<file path="config.mk">
export PLATFORM = sky130hd
export DESIGN_NAME = alu_reg_sequencer
export DESIGN_NICKNAME = d
export VERILOG_FILES = /design/src/rtl/alu_reg_sequencer.sv
export SDC_FILE = /design/constraint.sdc
export NUM_CORES = 1
export LEC_CHECK = 0
export CAP_MARGIN = 40
export CORE_ASPECT_RATIO = 0.75
export CORE_MARGIN = 2
export CORE_UTILIZATION = 45
export DETAILED_ROUTE_END_ITERATION = 8
export PLACE_DENSITY_LB_ADDON = 0.2
export SYNTH_ARGS = -nofsm -noshare
export SYNTH_HDL_FRONTEND = slang
export SYNTH_SLANG_ARGS = --single-unit
</file>
<file path="constraint.sdc">
create_clock -name clk -period 3.5 [get_ports clk]
set_clock_uncertainty 0.2 [all_clocks]
set_input_delay 0.7 -clock clk [delete_from_list [all_inputs] [get_ports clk]]
set_output_delay 0.7 -clock clk [all_outputs]
set_load 0.02 [all_outputs]
</file>
<file path="src/rtl/alu_reg_sequencer.sv">
// alu_reg_sequencer: in-order RD/EX/WB sequencer for an external 4x32 regfile; define ALUSEQ_FIFO_EN for an input FIFO.

module ALU_32 (
  input  logic [31:0] a,
  input  logic [31:0] b,
  input  logic [2:0]  alucontrol,
  output logic [31:0] result
);
  // Pure combinational datapath; op 100 is OR, unused codes return zero.
  always_comb
    result = alucontrol == 3'b000 ? a + b :
             alucontrol == 3'b001 ? a - b :
             alucontrol == 3'b010 ? a & b :
             alucontrol == 3'b011 ? a ^ b :
             alucontrol == 3'b100 ? a | b : '0;
endmodule

module alu_reg_sequencer #(
  parameter int FIFO_DEPTH = 4
) (
  input  logic        clk,
  input  logic        rst,
  input  logic        in_valid,
  output logic        in_ready,
  input  logic [8:0]  in_instr,
  output logic [1:0]  addr1,
  output logic [1:0]  addr2,
  input  logic [31:0] data1,
  input  logic [31:0] data2,
  output logic [1:0]  addr3,
  output logic [31:0] data3,
  output logic        wr,
  output logic        done,
  output logic [1:0]  done_rd,
  output logic [31:0] done_result,
  output logic        busy
);
  typedef enum logic [1:0] {IDLE, RD, EX, WB} state_t;

  state_t      state_q;
  logic [8:0]  instr_q;
  logic [31:0] a_q, b_q, res_q, alu_y;
  logic [1:0]  rd_q;
  logic        take, avail, queued;
  logic [8:0]  head;

  if (FIFO_DEPTH < 2 || (FIFO_DEPTH & (FIFO_DEPTH - 1)) != 0) begin : g_bad_depth
    $error("FIFO_DEPTH must be a power of two >= 2");
  end

  ALU_32 u_alu (.a(a_q), .b(b_q), .alucontrol(instr_q[8:6]), .result(alu_y));

  assign take = avail && (state_q == IDLE || state_q == WB);

`ifdef ALUSEQ_FIFO_EN
  localparam int AW = $clog2(FIFO_DEPTH);
  logic [8:0]  mem_q [FIFO_DEPTH];
  logic [AW-1:0] wp_q, rp_q;
  logic [AW:0] cnt_q;
  logic        push, empty, store, pop;
  // An empty FIFO is bypassed so a lone instruction keeps the idle latency.
  always_comb begin
    empty    = cnt_q == '0;
    in_ready = !rst && cnt_q != (AW+1)'(FIFO_DEPTH);
    push     = in_valid && in_ready;
    avail    = !empty || push;
    head     = empty ? in_instr : mem_q[rp_q];
    store    = push && !(take && empty);
    pop      = take && !empty;
    queued   = !empty;
  end
  // Pointer and occupancy bookkeeping; storage itself needs no reset.
  always_ff @(posedge clk) begin
    if (rst) begin
      wp_q  <= '0;
      rp_q  <= '0;
      cnt_q <= '0;
    end else begin
      if (store) wp_q <= wp_q + 1'b1;
      if (pop) rp_q <= rp_q + 1'b1;
      cnt_q <= cnt_q + (AW+1)'(store) - (AW+1)'(pop);
    end
  end
  // FIFO storage write.
  always_ff @(posedge clk)
    if (store) mem_q[wp_q] <= in_instr;
`else
  // Without a FIFO only an idle sequencer accepts, straight into instr_q.
  always_comb begin
    in_ready = !rst && state_q == IDLE;
    avail    = in_valid && in_ready;
    head     = in_instr;
    queued   = 1'b0;
  end
`endif

  // Sequencer FSM: IDLE -> RD -> EX -> WB, chaining directly into RD when work is waiting.
  always_ff @(posedge clk) begin
    if (rst) begin
      state_q <= IDLE;
      instr_q <= '0;
      a_q     <= '0;
      b_q     <= '0;
      res_q   <= '0;
      rd_q    <= '0;
    end else begin
      state_q <= take ? RD : state_q == RD ? EX : state_q == EX ? WB : IDLE;
      if (take) instr_q <= head;
      if (state_q == EX) begin
        a_q <= data1;
        b_q <= data2;
      end
      if (state_q == WB) begin
        res_q <= alu_y;
        rd_q  <= instr_q[5:4];
      end
    end
  end

  // Writeback outputs show the live result in WB and hold it afterwards.
  always_comb begin
    addr1       = instr_q[3:2];
    addr2       = instr_q[1:0];
    addr3       = state_q == WB ? instr_q[5:4] : rd_q;
    data3       = state_q == WB ? alu_y : res_q;
    wr          = state_q == WB && !rst;
    done        = wr;
    done_rd     = addr3;
    done_result = data3;
    busy        = state_q != IDLE || queued;
  end
endmodule

</file>
---- Yosys cells after proc, flatten, opt, wreduce, memory -nomap -nowiden ----
Index checks and enable logic that the tools add are counted.
storage, ports and cells
  flip-flop bits (word level) ............. 109
  latch bits .............................. 0
  memory bits (writable) .................. 0
  memory bits (read-only) ................. 0
  input bits .............................. 76
  output and inout bits ................... 76
  word-level logic and storage cells ...... 39
  memories kept ........................... 0
cells by class
  $add $sub $neg .......................... 2
  $mul .................................... 0
  div/mod/pow operators ................... 0
  magnitude comparators ................... 0
  equality and inequality tests ........... 7
  shifts and indexed selects .............. 0
  multiplexer cells ....................... 10
  bitwise gates (word level) .............. 3
  reductions and logical operators ........ 10
operators with widths
  cell                                                  number
  two-way mux 32 bit                                    6
  adder 32 bit                                          1
  AND 32 bit                                            1
  bitwise OR 32 bit                                     1
  subtractor 32 bit                                     1
  XOR 32 bit                                            1
  equality test 3 x 2 -> 1 bit (second input constant)  2
  two-way mux 2 bit                                     3
  equality test 2 bit (second input constant)           2
  logical AND 1 bit                                     4
  equality test 3 x 1 -> 1 bit (second input constant)  1
  equality test 3 bit (second input constant)           1
  logical NOT 3 bit                                     1
  equality test 2 x 1 -> 1 bit (second input constant)  1
  logical NOT 2 bit                                     1
  nonzero test 2 bit                                    1
  OR reduction 2 bit                                    1
  logical NOT 1 bit                                     1
  logical OR 1 bit                                      1
  two-way mux 1 bit                                     1

---- Logic depth before layout (Yosys ltp) ----
Gate-level depths: netlist of run 1.
  depth after elaboration ................. 7
  mapped depth ............................ 13
  mapped depth without buffers ............ 12

---- Modules after synthesis ----
Synthesis of run 1 repeated with hierarchy kept, for this count alone.
unflattened totals
  cells, all modules ...................... 1176
  area total of the unflattened synthesis .. 9596.7 sq um
modules (own cells, without submodules)
  module             times used  cells each  area an instance (sq um)  sequential area each (sq um)
  ALU_32             1           768         5078.6                    0.0
  alu_reg_sequencer  1           408         4518.1                    2182.1

---- Least setup slack after synthesis of run 1 ----
No wires, ideal clock.
  path kind ............................... register to output
  start point ............................. reg a_q[1]
  end point ............................... out done_result[29]
  data arrival time ....................... 3.068 ns
  required time ........................... 2.600 ns
  path slack .............................. -0.468 ns
  stages on the path, launching flop included .. 13
  path buffers ............................ 1
  cell sequence ........................... dfxtp_1 > inv_1 > ha_1 > nor2_1 > o311a_1 > o41ai_2 > o311ai_2 > and4_1 > a211oi_2 > mux2i_1 > nor2_1 > a21oi_1 > buf_4
between the ends
  word-level cells in the longest chain between the ends .. 4
  elaborated cells on any way between the ends .. 5
  classes of those cells .................. add/sub: 2; mux: 3
ends and longest elaborated chain
  element                   RTL line  source
  start: declaration        42        logic [31:0] a_q, b_q, res_q, alu_y;
  start signal: assignment  110       a_q <= data1;
  subtractor 32 bit         12        alucontrol == 3'b001 ? a - b :
  two-way mux 32 bit        12
  two-way mux 32 bit *      11        result = alucontrol == 3'b000 ? a + b :
  two-way mux 32 bit *      -
  end: declaration          35        output logic [31:0] done_result,
Every way passes the cells marked *; elsewhere a longest branch is shown, timed or not.

---- Worst setup path after layout of run 1 ----
  start point ............................. reg a_q[0]
  end point ............................... out data3[24]
between the ends
  word-level cells in the longest chain between the ends .. 4
  elaborated cells on any way between the ends .. 5
  classes of those cells .................. add/sub: 2; mux: 3
ends and longest elaborated chain
  element               RTL line  source
  subtractor 32 bit     12
  two-way mux 32 bit    12
  two-way mux 32 bit *  11
  two-way mux 32 bit *  -
  end: declaration      31        output logic [31:0] data3,
Marked as above.

==> run_results.csv, run 1 <==
group,metric,value,unit
setup_path,r2r_slack,0.08,ns
setup_path,crit_required,2.60,ns
grt,grt_usage,30.1,%
cells_and_area,layout-drive-gt1-share,39.5,%
sta,fmax,234,MHz
power,p_leak,0.00648,uW
grt,gr-usage-met3,6.25,%
routing,vias_per_cell,5.49,
clock_tree,cts.sinks,109,
setup_path,arrival,3.38,ns
sta,tightest_slew,0.679,ns
routing,routedWlPerCell,18.6,um
synth,synth_top_cell_area_share,22.8,%
place,hpwlAfterDp,25700,um
power,peakVddDrop,0.425,mV
flow_run,drv_cap,0,
min_path,hp-class,"reg2reg",
power,sequentialPowerShare,12.2,%
cells_and_area,syn_to_final_growth,58.3,%
sta,report.final.slew_viol_count,0,
synth,yosysSeqAreaShare,22.8,%
routing,vias,10439,
routing,routed_wl,35300,um
synth,yosysUniqueCellTypes,83,
clock_tree,clock_latency,0.37,ns
floorplan,die_area,0.0224,mm^2
cells_and_area,n_antenna_cell,0,
sta,setup_viol,54,
setup_path,startpoint_type,"flip-flop",
synth,synth_xor_area_share,3.57,%
cells_and_area,multi_input_area,0.00755,mm^2
cells_and_area,final_util,72.0,%
synth,async_reset_ff_share,0,%
setup_path,reg2reg_from,"a_q[0]",
clock_tree,cts-root-buf,"clkbuf_16",
clock_tree,clock_path_buffers,2,
setup_path,reg2reg_to,"res_q[10]",
synth,synthMuxAreaShare,10.5,%
place,placed_area,0.0134,mm^2
power,swShare,44.8,%
routing,first_pass_iters,5,
setup_path,cp-end-kind,"output pin",
floorplan,rows,46,
floorplan,pin_count,152,
synth,synth-edff-count,0,
synth,synth_cells,1215,
grt,grt_max_degree,63,
clock_tree,cts_tree,"yes",
routing,ant_nets,0,
setup_path,reg2reg_depth,18,
synth,yosys.area_share.adder,13.4,%
synth,ys_ff_latch,109,
grt,antenna_found_initial,0,
sta,fin_crit_sh,122,%
power,power.internal,7490,uW
synth,syn_avg_cell_area,7.87,um^2
synth,synth_compound_area_share,22.3,%
grt,grt_pass1_wl,52500,um
power,pwr-share-comb,79.5,%
power,switchingPower,6090,uW
synth,synthFlopType,"dfxtp_1",
clock_tree,postCtsHoldBufs,0,
grt,use_met1,45.5,%
clock_tree,h-tree-depth,3,
cells_and_area,stdcell_count,1902,
outcome,violations,"negative setup slack",
sta,hold_viol_final,0,
sta,fin_ws,-0.777,ns
sta,slew_headroom,54.7,%
synth,synth_top_family_by_area,"compound AO/OA/AOI/OAI gates",
place,globalplace.congestion,1.02,
sta,finalCriticalPeriod,4.28,ns
routing,drc,0,
grt,grt.busiest_layer,"met1",
cells_and_area,fin_nets,1786,
synth,synth_nets,1392,
floorplan,initial_core_util,45.5,%
routing,drtIter0Drc,892,
setup_path,crit_end,"data3[24]",
clock_tree,clk_pin_slew,0.08,ns
synth,syn-cell-area,0.00956,mm^2
floorplan,core,0.0210,mm^2
floorplan,die_w,172,um
sta,rsz0062_at_grt,"yes",
cells_and_area,fin_area,0.0151,mm^2
clock_tree,cts_made_buffers,9,
synth,synth_top_area_cell,"dfxtp_1",
setup_path,path_class,"reg2out",
power,clkPwrFrac,8.3,%
grt,grt_remaining_overflow,0,
synth,synth_area_leaders,"dfxtp_1 23%, ha_1 13%, mux2i_1 10%, nor2_1 5.9%, a21oi_1 4.7%",
grt,grt_use_met2,43.8,%
power,p_per_area,897,mW/mm^2
grt,grt_pass1_vias,9618,
cells_and_area,fill_cells,1647,
cells_and_area,register_area,0.00221,mm^2
place,dp_slack,-0.883,ns
place,placedCellCount,1833,
synth,synthSimpleGateAreaFrac,16.9,%
setup_path,critPathLaunch,"a_q[0]",
setup_path,cp_max_fo,4,
synth,yosysWarnings,0,
outcome,status,"finished, violations left",
place,place.port_buffers,151,
floorplan,die_h,130,um
## worst max-delay path: stages (launching register included)
cell and delay (ns):
dfxtp_2 0.35, buf_6 0.11, inv_4 0.03, ha_4 0.16, fa_2 0.36, o21ba_4 0.25
nor4_4 0.20, o311a_4 0.26, buf_12 0.11, o2111ai_4 0.16, nor3_4 0.19, nor4_2 0.07
a311oi_2 0.35, buf_4 0.20, o21ai_4 0.06, buf_6 0.14
## state kept, by name (all words and copies together), names as in the netlist
signal / flops
a_q: 32
b_q: 32
instr_q: 9
res_q: 32
rd_q: 2
state_q: 2
## kinds of logic after synthesis
kind of cell / Yosys count
buf+inv: 220
xor+xnor: 39
fa+ha+maj: 101
simple gates: 341
compound gates: 305
flops: 109
mux: 100
## power by group through the flow
stage          combinational [uW]  sequential, uW  clock, uW
6_report                    10800            1650       1120
3_3_place_gp                 8350            1650          0
3_5_place_dp                 8420            1660          0
5_1_grt                     11500            1680       1190
2_1_floorplan                5040            1670          0
4_1_cts                      9650            1640       1150
## synthesized netlist by cell type, types with 8 or more instances
library cell,count
o221ai_1,19
o21ai_0,36
ha_1,99
buf_1,10
nor2b_1,32
buf_2,10
o31ai_1,13
o21bai_1,10
a31oi_1,14
nand2b_1,8
buf_4,45
nand3_1,18
inv_1,102
nor2_1,150
o22ai_1,12
nand2_1,60
o211ai_1,8
nor4_1,10
a211oi_1,8
mux2i_1,97
a21o_1,23
a21oi_1,89
xnor2_1,31
dfxtp_1,109
nor3_1,26
clkbuf_1,49
xor2_1,8
## cell type report
type | count | area share [%]
inverters | 106 | 2.70
clock buffers | 10 | 1.58
repair buffers | 497 | 28.4
multi-input cells | 886 | 49.9
clock inverters | 6 | 0.455
flip-flops and latches | 109 | 14.6
well taps | 288 | 2.38
## layout by cell type, fill, tap and decap left out, drive strengths merged, types with 10 or more instances in the layout
master         count
o21bai            10
a211oi            10
o21ai             37
mux2i             97
clkbuf            13
inv              106
o31ai             14
nor3              27
clkdlybuf4s50     86
xnor2             31
dfxtp            109
nor2             151
o221ai            19
nand2             60
a31oi             14
nor4              13
ha                99
nand3             18
a21oi             90
a21o              23
nor2b             32
buf              402
o22ai             12
## stage by stage
| step | power [uW] | setup TNS [ns] | hold WS (ns) |
|---|---|---|---|
| after floorplan | 6710 | -0.892 | 0.233 |
| after global placement | 10000 | -34.53 | 0.241 |
| after detailed placement | 10100 | -35.29 | 0.247 |
| after CTS | 12400 | -26.76 | 0.258 |
| after global routing | 14400 | -36.11 | 0.273 |
| final | 13600 | -30.21 | 0.252 |
## what timing repair did
| action | in CTS | in global routing |
|---|---|---|
| pin swaps | 54 | 85 |
| setup endpoints to repair | 62 | 62 |
| setup buffers | 37 | 22 |
| gates resized for setup | 403 | 150 |
## routing by layer
metal  routed length [um]  up-vias
met5                    0        -
met4                  408        0
met3                 3390       35
met2                14700      469
met1                16800     4925
li1                     -     5010
## worst min-delay path by stage
stage               startpoint          to  slack (ns)  cells past startpoint
CTS                 instr_q[1]  instr_q[1]        0.26                      2
global route        instr_q[1]  instr_q[1]        0.27                      2
finish              instr_q[1]  instr_q[1]        0.25                      2
detailed placement  instr_q[1]  instr_q[1]        0.25                      2
floorplan           instr_q[4]  instr_q[4]        0.23                      2
global placement    instr_q[2]  instr_q[2]        0.24                      2
No activity file was read; power rests on OpenSTA's default activity.
==> run 2: changes to the inputs <==
--- a/config.mk
+++ b/config.mk
@@ -7,7 +7,7 @@
 export LEC_CHECK = 0
 export CAP_MARGIN = 40
 export CORE_ASPECT_RATIO = 0.75
-export CORE_MARGIN = 2
+export CORE_MARGIN = 3
 export CORE_UTILIZATION = 45
 export DETAILED_ROUTE_END_ITERATION = 8
 export PLACE_DENSITY_LB_ADDON = 0.2
==> run 2 against run 1 <==
- the run still ends with negative setup slack left
- clock-buffer cell count up 1
- sequential share of layout area about the same
- final cell count decreased by 0.11%
- largest cell class unchanged
- first-iteration DRC count did not move
- sequential cell count did not move
- combinational power about the same
- die area is 2.7% higher
- non-clock buffer count is 4 higher
- register-to-register slack gained 0.08 ns
- cell area down 0.17%
- core utilization up 1.5 points
- wire length up 2.2%
==> run_results.csv, run 2 (same netlist as run 1, synthesis figures left out) <==
group,metric,value,unit
outcome,status,"finished, violations left",
outcome,violations,"negative setup slack",
grt,grt_usage,29.6,%
sta,rsz0062_at_grt,"yes",
min_path,min_path_cells,2,
power,p_per_area,879,mW/mm^2
cells_and_area,layout_common_cells,"335 x buf_4, 135 x nor2_1, 95 x mux2i_1",
clock_tree,clk_pin_slew,0.08,ns
power,peakVddDrop,0.466,mV
grt,grt_remaining_overflow,0,
setup_path,cp-end-kind,"output pin",
sta,whs,0.254,ns
place,place.port_buffers,151,
routing,routedWlPerCell,19.0,um
grt,grt_pass1_vias,10005,
setup_path,cp_max_fo,5,
routing,routed_wl,36100,um
floorplan,pin_count,152,
sta,fmax,234,MHz
sta,finalCriticalPeriod,4.28,ns
setup_path,startpoint_type,"flip-flop",
cells_and_area,syn_to_final_growth,58.0,%
setup_path,reg2reg_depth,16,
clock_tree,cts_made_buffers,9,
clock_tree,h-tree-depth,3,
cells_and_area,layout-drive-gt1-share,39.1,%
setup_path,arrival,3.38,ns
place,globalplace.congestion,1.01,
routing,wl_met3,3340,um
setup_path,crit_required,2.60,ns
routing,drc,0,
sta,slew_headroom,51.6,%
clock_tree,cts_tree,"yes",
min_path,min-delay-start,"instr_q[2]",
sta,fin_crit_sh,122,%
grt,grt_max_degree,60,
setup_path,path_class,"reg2out",
routing,drtIter0Drc,892,
setup_path,r2r_slack,0.16,ns
sta,fin_ws,-0.779,ns
setup_path,reg2reg_to,"res_q[14]",
sta,setup_viol,54,
floorplan,die_area,0.0231,mm^2
clock_tree,clock_latency,0.37,ns
routing,vias,10488,
routing,vias_per_cell,5.52,
power,p_leak,0.00645,uW
place,placed_area,0.0134,mm^2
flow_run,drv_cap,0,
floorplan,die_h,132,um
routing,top_layer,"met4",
cells_and_area,mostFrequentLayoutCell,"buf_4",
floorplan,core,0.0206,mm^2
cells_and_area,top_regs,"a_q x32, b_q x32, res_q x32",
grt,antenna_found_initial,0,
place,hpwlAfterDp,26300,um
clock_tree,cts.sinks,109,
routing,wl_met1,17000,um
floorplan,initial_core_util,46.5,%
min_path,holdPathEnd,"instr_q[2]",
floorplan,die_w,174,um
cells_and_area,fin_nets,1790,
routing,first_pass_iters,6,
clock_tree,clock_path_buffers,2,
routing,met2_wirelength,15100,um
grt,grt_pass1_wl,54800,um
sta,tightest_slew,0.720,ns
cells_and_area,n_antenna_cell,0,
setup_path,reg2reg_from,"a_q[0]",
clock_tree,cts-root-buf,"clkbuf_16",
floorplan,rows,45,
sta,report.final.slew_viol_count,0,
clock_tree,postCtsHoldBufs,0,
routing,ant_nets,0,
sta,hold_viol_final,0,
cells_and_area,fin_area,0.0151,mm^2
min_path,hp-class,"reg2reg",
## run 2: cell count changes in the layout (fill, tap and decap cells not counted), moves of 4 or more
cell,previous run,this run
nor2_1,131,135
nor2_2,14,8
a21oi_2,21,16
ha_2,8,4
a21oi_1,64,69
buf_4,322,335
buf_2,4,0
## run 2: worst max-delay path, cell delays in order, from the launching register on
cell	delay, ns
dfxtp_2	0.34
inv_2	0.05
ha_4	0.30
buf_6	0.11
nand2b_4	0.12
a21oi_2	0.09
o311a_4	0.40
a2bb2o_4	0.24
or4_4	0.40
o2111a_1	0.18
o41ai_2	0.26
nor3_2	0.10
a21oi_2	0.24
buf_4	0.18
## run 2: how the worst max path moves through the flow
stage                 start         endpoint  slack (ns)  cells after the start
finish               b_q[4]  done_result[30]       -0.78                     13
global route         a_q[0]        data3[30]       -0.91                     14
CTS                  a_q[0]        data3[30]       -0.72                     14
detailed placement   b_q[0]        data3[20]       -0.87                     13
global placement    b_q[12]        data3[18]       -0.90                     13
floorplan            a_q[2]  done_result[30]       -0.25                     13
## run 2: per-layer routing
| layer | global-route usage [%] | vias to the layer above |
|---|---|---|
| met5 | 0 | - |
| met2 | 42.2 | 476 |
| met1 | 43.7 | 4934 |
| met4 | 8.04 | 0 |
| li1 | - | 5016 |
| met3 | 7.86 | 62 |
## run 2: final cells by class
class,instances,area [um^2]
sequential,109,2210
fill,1581,5440
clock inverter,5,42.5
clock buffer,11,243
tap,282,353
multi-input combinational,886,7580
timing repair buffer,501,4270
inverter,106,408
## run 2: where the power goes
group	internal, uW	total (uW)	switching (uW)
sequential	1500	1660	161
clock	514	1050	534
combinational	5290	10600	5280
## run 2: what timing repair did
item                                    CTS  global route
endpoints found under the setup margin   64            63
gates resized for setup                 431           124
endpoints found under the hold margin     0             0
buffers inserted                         36            17
pin swaps                                63            71
## run 2: per-stage QoR
stage	util (%)	cells	TNS, ns	setup slack, ns	total power [uW]
after global routing	73.5	1900	-36.77	-0.914	14000
after detailed placement	65.3	1839	-35.94	-0.872	10000
after global placement	65.3	1839	-34.49	-0.899	9950
after CTS	70.7	1889	-26.96	-0.720	12200
final	73.5	1900	-31.07	-0.779	13300
after floorplan	-	1215	-0.892	-0.249	6710
